===== config.mk =====
export PLATFORM = sky130hd
export DESIGN_NAME = irq_arbiter
export DESIGN_NICKNAME = d
export VERILOG_FILES = /design/src/rtl/irq_arbiter.sv
export SDC_FILE = /design/constraint.sdc
export NUM_CORES = 1
export LEC_CHECK = 0
export CAP_MARGIN = 20
export CORE_ASPECT_RATIO = 2
export CORE_MARGIN = 3
export CORE_UTILIZATION = 39
export DETAILED_ROUTE_END_ITERATION = 6
export PLACE_DENSITY = 0.8
export SYNTH_ARGS = -nofsm -noshare
export SYNTH_HDL_FRONTEND = slang
export SYNTH_SLANG_ARGS = --single-unit

===== constraint.sdc =====
create_clock -name clk_i -period 1.9 [get_ports clk_i]
set_clock_uncertainty 0.1 [all_clocks]
set_input_delay 0.475 -clock clk_i [delete_from_list [all_inputs] [get_ports clk_i]]
set_output_delay 0.475 -clock clk_i [all_outputs]
set_load 0.01 [all_outputs]

===== src/rtl/irq_arbiter.sv =====
// irq_arbiter: edge-detects peripheral interrupt lines, keeps them pending,
// applies a per-line mask and presents the lowest-index candidate to the
// interrupt controller. It tracks the taken line until the handler returns,
// then clears it and sends a one-hot acknowledge back to the peripheral.
//
// Handshake: irq_req_o is only driven in IDLE. The controller accepts by
// raising irq_taken_i while irq_req_o is high; the pair is sampled on the
// rising edge (taken without req is ignored). Completion is signalled by
// irq_ret_i, honoured only in SERVICE. The acknowledge irq_ret_o is a
// one-cycle one-hot pulse in the RETIRE cycle. No output depends
// combinationally on irq_taken_i or irq_ret_i.
module irq_arbiter #(
  parameter int N_IRQ = 16,
  parameter int ID_W  = $clog2(N_IRQ)
) (
  input  logic             clk_i,
  input  logic             rst_i,
  input  logic [N_IRQ-1:0] irq_lines_i,
  input  logic [N_IRQ-1:0] irq_mask_i,
  input  logic             irq_taken_i,
  input  logic             irq_ret_i,
  output logic             irq_req_o,
  output logic [31:0]      irq_cause_o,
  output logic [ID_W-1:0]  irq_id_o,
  output logic [N_IRQ-1:0] irq_ret_o,
  output logic [N_IRQ-1:0] pending_o,
  output logic [1:0]       dbg_state_o
);

  typedef enum logic [1:0] {
    IDLE    = 2'd0,
    SERVICE = 2'd1,
    RETIRE  = 2'd2
  } state_e;

  localparam logic [31:0]      CAUSE_BASE = 32'h1000_0010;
  localparam logic [N_IRQ-1:0] ONE_HOT_0  = N_IRQ'(1);

  state_e           state_q, state_d;
  logic [N_IRQ-1:0] prev_q;
  logic [N_IRQ-1:0] pending_q, pending_d;
  logic [ID_W-1:0]  active_q, active_d;

  logic [N_IRQ-1:0] irq_event;
  logic [N_IRQ-1:0] cand;
  logic [N_IRQ-1:0] clr;
  logic [ID_W-1:0]  win_id;

  assign irq_event = irq_lines_i & ~prev_q;
  assign cand      = pending_q & irq_mask_i;

  // Fixed priority: lowest candidate index wins.
  always_comb begin
    win_id = '0;
    for (int i = N_IRQ - 1; i >= 0; i--) begin
      if (cand[i]) win_id = ID_W'(i);
    end
  end

  // FSM next state, retire clear and all request/ack outputs.
  always_comb begin
    state_d   = state_q;
    active_d  = active_q;
    clr       = '0;
    irq_req_o = 1'b0;
    irq_ret_o = '0;
    irq_id_o  = active_q;
    unique case (state_q)
      IDLE: begin
        irq_req_o = |cand;
        irq_id_o  = win_id;
        if (irq_taken_i && (|cand)) begin
          active_d = win_id;
          state_d  = SERVICE;
        end
      end
      SERVICE: begin
        if (irq_ret_i) begin
          clr     = ONE_HOT_0 << active_q;
          state_d = RETIRE;
        end
      end
      RETIRE: begin
        irq_ret_o = ONE_HOT_0 << active_q;
        state_d   = IDLE;
      end
      default: state_d = IDLE;
    endcase
  end

  // A new event on the same edge as a retire keeps the line pending.
  assign pending_d = (pending_q & ~clr) | irq_event;

  // State, pending, edge-detect history and active line registers.
  always_ff @(posedge clk_i) begin
    if (rst_i) begin
      state_q   <= IDLE;
      prev_q    <= '0;
      pending_q <= '0;
      active_q  <= '0;
    end else begin
      state_q   <= state_d;
      prev_q    <= irq_lines_i;
      pending_q <= pending_d;
      active_q  <= active_d;
    end
  end

  assign irq_cause_o = CAUSE_BASE + 32'(irq_id_o);
  assign pending_o   = pending_q;
  assign dbg_state_o = state_q;

endmodule


==> impl_results.md, run 1 <==
- Worst-Skew Late Latency: 0.30 ns
- Leakage: between 1.5 and 2 nW
- CTS tree: done
- Status: complete, but fails checks
- MaxCap Viol Count: 0
- Routed Antenna Nets: 0
- Post-synth EDFFs: 0
- Hold Path Class: reg2reg
- Mean post-synth cell area: 8.47 um^2
- Clk root buf: clkbuf_8
- Setup violations, final: 27
- Drt wl/cell: 18.2 um
- Layout cells sized above 1: between 40 and 50%
- Most frequent cells in the layout: 54 x buf_4, 31 x buf_6, 28 x conb_1
- Met1 GRT Util: 22.8%
- Rows: 36
- P_int: 1.62 mW
- Area leader, netlist: dfxtp_1
- Vias per std cell: 5.28
- Flops & latches, synth: 38
- Endpoint type of the worst setup path: output port
- Grt peak-use layer: met2
- Crit Reg-Reg Startpoint: pending_o[5]$_SDFF_PP0_
- Met2 Use GR: a little over two fifths
- Synth Warn #: 0
- Clock tree buffer depth: 2
- Vias in the first global route: approximately 2200
- Worst r2r dst: active_q[0]$_SDFFE_PP0P_
- R2R Setup Slk: -0.04 ns
- Drt first pass iters: 5
- Fillers: 330
- R2R depth: 9
- Total Power: between 2 and 2.5 mW
- Sequential-to-total area share from yosys stat: a little under two fifths
- Sw Pwr: 0.748 mW
- CTS sink cnt: 38
- Setup CP Type: in2out
- Met3 usage: roughly 3.8%
- Clk pwr share: between 20 and 25%
- Final hold vios: 0
- Failing checks: negative setup slack
- Register area: around 800 um^2
- Final Max Slew Viols: 0
- Die area: about 6000 um^2
- Worst Path Max Fanout: 3
- Seq pwr share: about two fifths
- Highest clock rate: 429 MHz
- CTS buffer count: 5
- Largest net degree at the start of global routing: 39
- Final period util: 123%
- Remaining global-route overflow: 0
- Initial core utilization: 41.0%
- Global-route wire length before repair: between 10 and 15 mm
- WHS Endpoint: pending_o[13]$_SDFF_PP0_
- Crit path DAT: approximately 1.8 ns
- Crit path required time: about 1.3 ns
- Hold Path Depth: 2
- Final Wtd Congestion: between 0.8 and 0.9
- Die Wd: between 50 and 60 um
- Area of the multi-input gates: approximately 1300 um^2
- Mapped Area: about 2000 um^2
- Buffers added on ports: 78
- Initial antenna violation count: 0
- Vias post-DR: approximately 2300
- Nets@finish: 422
- Worst Slack Setup Final: -0.430 ns
- Synth Instances: 240
- PD cells: ~630 nW/um^2
- Clock slew at reported path FFs: around 0.070 ns
- CP Launch Type: input port
- # IOs: 107
- Die Height: 108 um
- Min-delay src: prev_q[13]$_SDFF_PP0_
- DRC: 0
- WHS: between 0.3 and 0.4 ns
- Minimum clock period: approximately 2.3 ns
- Commonest non-fill, non-tap cell in the layout: buf_4
- Top FF cell, synth: dfxtp_1
- Switching fraction of total power: between 30% and 40%
- Area contributors post-synth: dfxtp_1 37%, buf_4 12%, nand2b_1 5.2%, nor2b_1 5.2%, o21ai_0 5.2%
- Routed WL: 8.07 mm
- RSZ-0062 raised after global routing: yes
- Area share of the largest cell type after synthesis: around 37%
- Area grow syn2layout: 83.5%
- Antenna Diode Count: 0
- Gate power share: a little under two fifths
- Initial drt markers: 130
- H-tree depth: 2
- Fraction of registers with async set/reset: 0%
- Max IR drop VDD: around 0.0007 V
- Detailed Place HPWL: 4.92 mm
- Core area: 4950 um^2
- Distinct cells, synth: 38
- Total GRT Usage: between 20 and 25%
routing by layer:
metal,part of all wire (%),wire length (um),up-vias
met5,0,0,-
met3,5.8,466,37
met1,34,2700,1124
li1,-,-,1066
met2,56,4490,116
met4,5.1,410,0
synthesized netlist by cell type (2+ instances only):
cell type  instances
dfxtp_1           38
buf_4             32
o21ai_0           21
a21oi_1           20
nor2_1            20
nand2b_1          17
nor2b_1           17
nand2_1           15
clkbuf_1           7
a22oi_2            6
nand3b_1           5
or3b_2             4
a22o_1             3
a31oi_1            3
a211oi_1           2
a222oi_1           2
a22oi_1            2
a32oi_1            2
buf_2              2
conb_1             2
inv_1              2
or3_1              2
registers in the layout (all words and copies together) (netlist names):
register	cells
prev_q	16
active_q	4
dbg_state_o	2
pending_o	16
worst max-delay path: stages:
cell,delay (ns)
clkdlybuf4s15_1,0.26
a22oi_2,0.09
buf_4,0.15
buf_6,0.11
o211a_1,0.13
o21ai_2,0.14
nand2_1,0.10
o21ai_2,0.16
buf_2,0.15
logic make-up after synthesis:
group	after synthesis	share of synthesized area, %
other	2	0.370
flip-flops	38	37.4
buffers and inverters	44	14.5
AND/OR/NAND/NOR	87	25.1
AO/OA/AOI/OAI	69	22.6
repair_timing:
| action | in CTS | in global routing |
|---|---|---|
| setup buffers | 22 | 8 |
| hold buffers | 0 | 0 |
| resized for setup | 208 | 56 |
| setup endpoints to repair | 42 | 39 |
| cloned | 0 | 0 |
| pin swaps | 38 | 21 |
power by group through the flow:
stage | logic (mW) | registers (mW) | clock network (mW)
2_1_floorplan | 0.363 | 0.921 | 0
3_3_place_gp | 0.706 | 0.906 | 0
3_5_place_dp | 0.718 | 0.909 | 0
4_1_cts | 0.796 | 0.901 | 0.577
5_1_grt | 0.936 | 0.910 | 0.611
6_report | 0.891 | 0.906 | 0.571
worst max-delay path by stage:
stage                     slack (ns)               startpoint  depth (start not counted)              to
after floorplan                -0.09           irq_mask_i[13]                          6     irq_id_o[1]
after global placement         -1.10           irq_mask_i[11]                          8     irq_id_o[0]
after detailed placement       -1.14           irq_mask_i[11]                          8  irq_cause_o[0]
after CTS                      -0.34  pending_o[7]$_SDFF_PP0_                          9  irq_cause_o[1]
after global routing           -0.50  pending_o[7]$_SDFF_PP0_                          9  irq_cause_o[1]
final                          -0.43            irq_mask_i[6]                          9  irq_cause_o[1]
metrics by stage:
| stage | setup TNS [ns] | std cells | util (%) | instance area, um^2 | setup slack (ns) |
|---|---|---|---|---|---|
| after CTS | -3.65 | 436 | 69.9 | 3460 | -0.335 |
| after detailed placement | -14.81 | 409 | 63.3 | 3140 | -1.14 |
| final | -5.43 | 444 | 75.3 | 3730 | -0.430 |
| after global placement | -14.43 | 409 | 63.3 | 3140 | -1.10 |
| after global routing | -6.48 | 444 | 75.3 | 3730 | -0.496 |
| after floorplan | -0.106 | 266 | - | 2170 | -0.0903 |
final cells by class:
class | instances | share of cell area [%]
sequential | 38 | 21.3
tap | 57 | 1.91
multi-input combinational | 184 | 35.5
clock inverter | 1 | 0.134
inverter | 2 | 0.201
timing repair buffer | 155 | 38.6
clock buffer | 7 | 2.32
No activity file was read; power rests on OpenSTA's default activity.
==> run 2, diff against run 1 <==
ABC_CLOCK_PERIOD_IN_PS = 1900   (was unset)
==> results of run 2 <==
Same layout as run 1: the final DEF is identical, and so are final timing and power.
